[config.mk]
export PLATFORM = sky130hd
export DESIGN_NAME = cg_idle_ctrl
export DESIGN_NICKNAME = d
export VERILOG_FILES = /design/src/rtl/cg_idle_ctrl.sv
export SDC_FILE = /design/constraint.sdc
export NUM_CORES = 1
export LEC_CHECK = 0
export ABC_AREA = 1
export CORE_ASPECT_RATIO = 1.25
export CORE_UTILIZATION = 35
export CTS_CLUSTER_SIZE = 14
export DETAILED_ROUTE_END_ITERATION = 16
export SLEW_MARGIN = 0
export SYNTH_ARGS = -nofsm -noshare
export SYNTH_HDL_FRONTEND = slang
export SYNTH_SLANG_ARGS = --single-unit
[constraint.sdc]
create_clock -name CK -period 1.8 [get_ports CK]
set_input_delay 0.36 -clock CK [delete_from_list [all_inputs] [get_ports CK]]
set_output_delay 0.36 -clock CK [all_outputs]
set_load 0.05 [all_outputs]
[src/rtl/cg_idle_ctrl.sv]
// Per-domain idle-detect clock-gate controller: RUN -> IDLE_CNT -> GATED -> WAKE -> RUN.
// Define CG_IDLE_CTRL_STATS_EN to add the GATE_EVT_CNT gating-event counter output.
module cg_idle_ctrl #(
  parameter int unsigned N_DOM       = 4,
  parameter int unsigned IDLE_CYCLES = 16,
  parameter int unsigned WAKE_LAT    = 2
) (
  input  logic             CK,
  input  logic             RST,
  input  logic             CG_DIS,
  input  logic [N_DOM-1:0] BUSY,
  input  logic [N_DOM-1:0] WAKE_REQ,
  output logic [N_DOM-1:0] E,
  output logic [N_DOM-1:0] WAKE_ACK,
  output logic [N_DOM-1:0] GATED
`ifdef CG_IDLE_CTRL_STATS_EN
  ,
  output logic [15:0]      GATE_EVT_CNT
`endif
);

  typedef enum logic [1:0] {S_RUN, S_IDLE_CNT, S_GATED, S_WAKE} state_e;

  localparam logic [7:0] IDLE_LOAD = 8'(IDLE_CYCLES - 1);
  localparam logic [3:0] WAKE_LOAD = 4'(WAKE_LAT - 1);

  state_e           state_q [N_DOM];
  state_e           state_d [N_DOM];
  logic [7:0]       cnt_q   [N_DOM];
  logic [7:0]       cnt_d   [N_DOM];
  logic [3:0]       wcnt_q  [N_DOM];
  logic [3:0]       wcnt_d  [N_DOM];
  logic [N_DOM-1:0] e_q, e_d;
  logic [N_DOM-1:0] ack_q, ack_d;
  logic [N_DOM-1:0] gated_q, gated_d;

  always_ff @(posedge CK) begin
    if (RST) begin
      for (int unsigned d = 0; d < N_DOM; d++) begin
        state_q[d] <= S_RUN;
        cnt_q[d]   <= '0;
        wcnt_q[d]  <= '0;
      end
      e_q     <= '1;
      ack_q   <= '0;
      gated_q <= '0;
    end else begin
      for (int unsigned d = 0; d < N_DOM; d++) begin
        state_q[d] <= state_d[d];
        cnt_q[d]   <= cnt_d[d];
        wcnt_q[d]  <= wcnt_d[d];
      end
      e_q     <= e_d;
      ack_q   <= ack_d;
      gated_q <= gated_d;
    end
  end

  always_comb begin
    for (int unsigned d = 0; d < N_DOM; d++) begin
      state_d[d] = state_q[d];
      cnt_d[d]   = cnt_q[d];
      wcnt_d[d]  = wcnt_q[d];
      unique case (state_q[d])
        S_RUN: begin
          if (!CG_DIS && !BUSY[d] && !WAKE_REQ[d]) begin
            state_d[d] = S_IDLE_CNT;
            cnt_d[d]   = IDLE_LOAD;
          end
        end
        S_IDLE_CNT: begin
          if (CG_DIS || BUSY[d] || WAKE_REQ[d]) begin
            state_d[d] = S_RUN;
          end else if (cnt_q[d] == '0) begin
            state_d[d] = S_GATED;
          end else begin
            cnt_d[d] = cnt_q[d] - 8'd1;
          end
        end
        S_GATED: begin
          // CG_DIS bypasses WAKE entirely, so no acknowledge is produced.
          if (CG_DIS) begin
            state_d[d] = S_RUN;
          end else if (BUSY[d] || WAKE_REQ[d]) begin
            state_d[d] = S_WAKE;
            wcnt_d[d]  = WAKE_LOAD;
          end
        end
        S_WAKE: begin
          if (wcnt_q[d] == '0) begin
            state_d[d] = S_RUN;
          end else begin
            wcnt_d[d] = wcnt_q[d] - 4'd1;
          end
        end
        default: state_d[d] = S_RUN;
      endcase
    end
  end

  // Outputs are flopped from the next state so they always match state_q.
  always_comb begin
    e_d     = '1;
    gated_d = '0;
    ack_d   = '0;
    for (int unsigned d = 0; d < N_DOM; d++) begin
      e_d[d]     = (state_d[d] != S_GATED);
      gated_d[d] = (state_d[d] == S_GATED);
      ack_d[d]   = (state_q[d] == S_WAKE) && (state_d[d] == S_RUN);
    end
  end

  assign E        = e_q;
  assign WAKE_ACK = ack_q;
  assign GATED    = gated_q;

`ifdef CG_IDLE_CTRL_STATS_EN
  logic [15:0] evt_cnt_q, evt_cnt_d;
  logic [3:0]  evt_sum;
  logic [16:0] evt_total;

  always_comb begin
    evt_sum = '0;
    for (int unsigned d = 0; d < N_DOM; d++) begin
      evt_sum = evt_sum + 4'((state_q[d] == S_IDLE_CNT) && (state_d[d] == S_GATED));
    end
    evt_total = 17'(evt_cnt_q) + 17'(evt_sum);
    evt_cnt_d = evt_total[16] ? '1 : evt_total[15:0];
  end

  always_ff @(posedge CK) begin
    if (RST) evt_cnt_q <= '0;
    else     evt_cnt_q <= evt_cnt_d;
  end

  assign GATE_EVT_CNT = evt_cnt_q;
`endif

endmodule
* Yosys cells after proc, flatten, opt, wreduce, memory -nomap -nowiden
Memories as Yosys holds them, arrays and structs flattened.
Cells that the tools add are included.
** Operators by class
- Add/sub/neg operators :: 8
- Equal/unequal tests :: 20
- Multiplexer cells :: 75
- Bitwise gates (word level) :: 12
- Reductions and logical operators :: 49
** Operator list (number)
- $mux W8 :: 16
- $mux W4 :: 16
- $pmux W8 S2 :: 4
- $mux W2 :: 28
- $logic_not A8 Y1 :: 4
- $pmux W2 S4 :: 4
- $pmux W4 S2 :: 4
- $sub A8 B1 Y8 const B :: 4
- $eq A2 B2 Y1 const B :: 12
- $logic_not A2 Y1 :: 8
- $logic_not A4 Y1 :: 4
- $sub A4 B1 Y4 const B :: 4
- $logic_and A1 B1 Y1 :: 12
- $logic_or A1 B1 Y1 :: 12
- $or A1 B1 Y1 :: 12
- $logic_not A1 Y1 :: 9
- $eq A2 B1 Y1 const B :: 4
- $ne A2 B2 Y1 const B :: 4
- $mux W1 :: 3
** Storage, ports and cells
- Flip-flop bits (word level) :: 12
- Memory bits (writable) :: 56
- Bits of input ports :: 11
- Output and inout port bits :: 12
- Word-level logic and storage cells :: 170
- Memories kept :: 3
** Memories
- cnt_q :: words 4, width 8, rd ports 4, clocked after Yosys merged registers in 0, wr ports 4, RTL line 29 : logic [7:0] cnt_q [N_DOM];
- wcnt_q :: words 4, width 4, rd ports 4, clocked after Yosys merged registers in 0, wr ports 4, RTL line 31 : logic [3:0] wcnt_q [N_DOM];
- state_q :: words 4, width 2, rd ports 4, clocked after Yosys merged registers in 0, wr ports 4, RTL line 27 : state_e state_q [N_DOM];

* Logic depth before layout (Yosys ltp)
- Depth in word-level cells :: 7
- Gate-level depth with buffers :: 10
- Depth with buffers taken out :: 10

* Worst setup path before layout
OpenSTA, ideal clock, no wires.
- Path type :: register -> register
- From :: memory cnt_q[3][0]
- To :: register e_q[3], in the netlist E[3]
- Library setup time :: 112 ps
- Data arrival time :: 1310 ps
- Required time :: 1688 ps
- Slack :: 378 ps
- Stages on the path, launching flop included :: 10
- Path buffers :: 0
- Period minus slack after synthesis :: 1422 ps
- Path through :: dfxtp_1 -> inv_1 -> ha_1 -> nand2_1 -> nor2_4 -> nand4_4 -> o21ai_1 -> nand2_1 -> nor2_2 -> inv_1
** RTL lines
- from (decl) :: RTL line 29
- to (signal assigned) :: RTL line 44 : e_q <= '1;
- to (signal assigned) :: RTL line 53 : e_q <= e_d;
- to (decl) :: RTL line 33 : logic [N_DOM-1:0] e_q, e_d;

==> run metrics <==
Hold Violations, Final 0; vias in the first global route 3266; worst slew pin tran 0.499 ns; Required @ worst endpoint 2.02 ns; initial antenna violation count 0; clk_lat worst skew 0.33 ns; drt wl/cell 11.2 um; Max Freq 618 MHz; Pleak 1.98 nW; type of the worst setup path reg -> reg; global-route congestion overflow total 0; Tmin final 1.62 ns; Die Ht 116 um; Max Buffers Root-to-Sink 2; final non-filler cell total 733; final setup vio count 0; nets 622; Starting Density 0.362; crit-path max cell delay 0.33 ns; number of port buffers 22; max cap viols 0; period utilization 0.898; # IOs 23; syn_area_per_cell 6.58 um^2; Synthesized Nets 578; PnR worst setup slack 0.183 ns; Comb pwr share 0.110; crit-path cells inv_1, ha_1, nand3_2, nor2_1, nand2_1, nand2_1, nor2_1, nor2_1, nor2_1; Post-DP HPWL 6060 um; status finished, final reports clean; crit path max fanout 7; Slew HR 0.667; gr usage total 0.168; DRC Markers 0; CTS Buf Count 9; placed insts 716; Cell Pwr Density 845 mW/mm^2; drt total wl 8240 um; die area 0.0109 mm^2; CP startpoint kind flop; Root Driver clkbuf_16; RSZ-0062 raised after global routing false; Syn. warnings 0; Clk pin slew, worst setup/hold paths 0.05 ns; starting DRC count in detailed routing 159; Critical Path Slowest Stage Cell dfxtp_1; switching power of the nets 925 uW; switching share of power 0.246; row count 41; # H-tree levels 3; TritonCTS Sinks 68; routability congestion estimate 0.826; Netlist Area Pre-Place 0.00365 mm^2; Via density 4.74; TritonCTS clock tree built; first-pass GRT wire length 14300 um; Syn-to-layout area delta 21.7%; final slew viol count 0; layout cells sized above 1 0.121; Hold Path Class reg -> reg; crit path DAT 1.84 ns; Die Wd 93.4 um; synthesized instance count 555; sequential cell area fraction in the yosys report 0.373; VDD IR max 374 uV; Yosys reg bits 68; DR vias 3472; pre-CTS setup slack -0.0529 ns; Core Region 0.0101 mm^2; number of library cell types mapped by synthesis 31; Clock power frac 0.472; Final Skew 0.00580 ns; largest net degree at the start of global routing 18; Seq pwr share 0.418; Final ANT Viol Nets 0; crit-path most repeated cell nor2_1; router iterations before antenna repair 5; ANT cells 0; internal power 2.83 mW; CP Capture Type flop
[kinds of logic after synthesis]
group	Yosys count	share of synthesized area
AO/OA/AOI/OAI	67	0.0962
XOR/XNOR	2	0.00480
adder cells (fa/ha/maj)	12	0.0411
buffers and inverters	93	0.0955
flip-flops	68	0.373
AND/OR/NAND/NOR	313	0.390
[per-stage QoR]
stage,util,power (mW),hold slack [ns],area (um^2),setup TNS (ns)
finish,0.440,3.76,0.477,4450,0
global route,0.440,3.95,0.501,4450,0
CTS,0.438,3.80,0.480,4430,0
detailed placement,0.408,2.01,0.472,4130,-0.180
global placement,0.408,2.01,0.467,4130,-0.00252
floorplan,-,1.89,0.447,3650,0
[worst paths after layout]
check                                          startpoint                        end  slack (ns)  cells after the start
worst max register to register   cnt_q[2][0]$_SDFFE_PP0P_   cnt_q[2][6]$_SDFFE_PP0P_        0.18                      9
worst max-delay path             cnt_q[2][0]$_SDFFE_PP0P_   cnt_q[2][6]$_SDFFE_PP0P_        0.18                      9
worst min register to register  wcnt_q[1][1]$_SDFFE_PP0P_  wcnt_q[1][1]$_SDFFE_PP0P_        0.48                      2
worst min-delay path            wcnt_q[1][1]$_SDFFE_PP0P_  wcnt_q[1][1]$_SDFFE_PP0P_        0.48                      2
[layout make-up]
class	instances	area, um^2
clock buffer	11	253
sequential	68	1360
clock inverter	5	50.0
timing repair buffer	38	345
fill	1033	5660
tap	129	161
inverter	88	330
multi-input combinational	394	1950
[flip-flops by register name, indices dropped and copies added (netlist names)]
name      count
state_q       8
wcnt_q       16
E             4
GATED         4
cnt_q        32
WAKE_ACK      4
[cells in the final DEF, fill, tap and decap left out, types with 3 or more instances in the layout]
cell type / synthesis / final
nand4_1: 10 / 10
o21ai_0: 9 / 9
nor2_4: 5 / 5
nor2_1: 91 / 91
nor2_2: 4 / 4
nand3b_1: 4 / 4
clkbuf_16: 0 / 9
o21ai_1: 14 / 14
inv_1: 79 / 79
nand3_2: 3 / 3
dlymetal6s2s_1: 0 / 4
nor3_1: 17 / 17
nand2_1: 116 / 116
dfxtp_1: 68 / 68
or2_2: 4 / 4
buf_4: 0 / 21
nand3_1: 48 / 48
nand2_2: 6 / 6
a21oi_1: 39 / 39
clkinv_2: 0 / 4
ha_1: 12 / 11
inv_2: 8 / 8
clkdlybuf4s50_1: 0 / 10
[routing by layer]
metal / track usage / up-vias / routed length (um)
met4: 0.0646 / 0 / 99
met1: 0.192 / 1544 / 3710
li1: - / 1861 / -
met2: 0.300 / 57 / 4100
met5: 0 / - / 0
met3: 0.0436 / 10 / 329
[power groups by stage]
stage | Combinational, mW | Sequential [mW] | Clock [mW]
after floorplan | 0.297 | 1.60 | 0
after global placement | 0.406 | 1.60 | 0
after detailed placement | 0.413 | 1.60 | 0
after CTS | 0.415 | 1.57 | 1.82
after global routing | 0.474 | 1.57 | 1.91
final | 0.413 | 1.57 | 1.77
[critical path: cells and delay by family, from the launching register on]
family	cells	cell delay, ns
flip-flops	1	0.33
AND/OR/NAND/NOR	7	0.87
adder cells (fa/ha/maj)	1	0.21
buffers and inverters	1	0.10
[synth_stat cells]
cell,n,share of area
a21oi_1,39,0.053
a31oi_1,1,0.0017
clkbuf_1,5,0.0051
clkinv_1,1,0.0010
dfxtp_1,68,0.37
ha_1,12,0.041
inv_1,79,0.081
inv_2,8,0.0082
nand2_1,116,0.12
nand2_2,6,0.010
nand2_4,1,0.0031
nand3_1,48,0.066
nand3_2,3,0.0082
nand3b_1,4,0.0082
nand4_1,10,0.017
nand4_4,1,0.0058
nor2_1,91,0.093
nor2_2,4,0.0068
nor2_4,5,0.015
nor3_1,17,0.023
nor3_2,1,0.0027
nor4_1,1,0.0017
o21a_1,1,0.0021
o21ai_0,9,0.012
o21ai_1,14,0.019
o21bai_1,1,0.0021
o31ai_1,1,0.0021
o31ai_2,1,0.0034
or2_0,1,0.0017
or2_2,4,0.0068
xor2_1,2,0.0048
[timing repair]
item | CTS | global route
endpoints found under the setup margin | 2 | 8
gates resized for setup | 2 | 5
hold buffers | 0 | 0
gates cloned | 0 | 0
buffers inserted | 0 | 1
hold endpoints to repair | 0 | 0
Power figures use the tool's default switching activity.
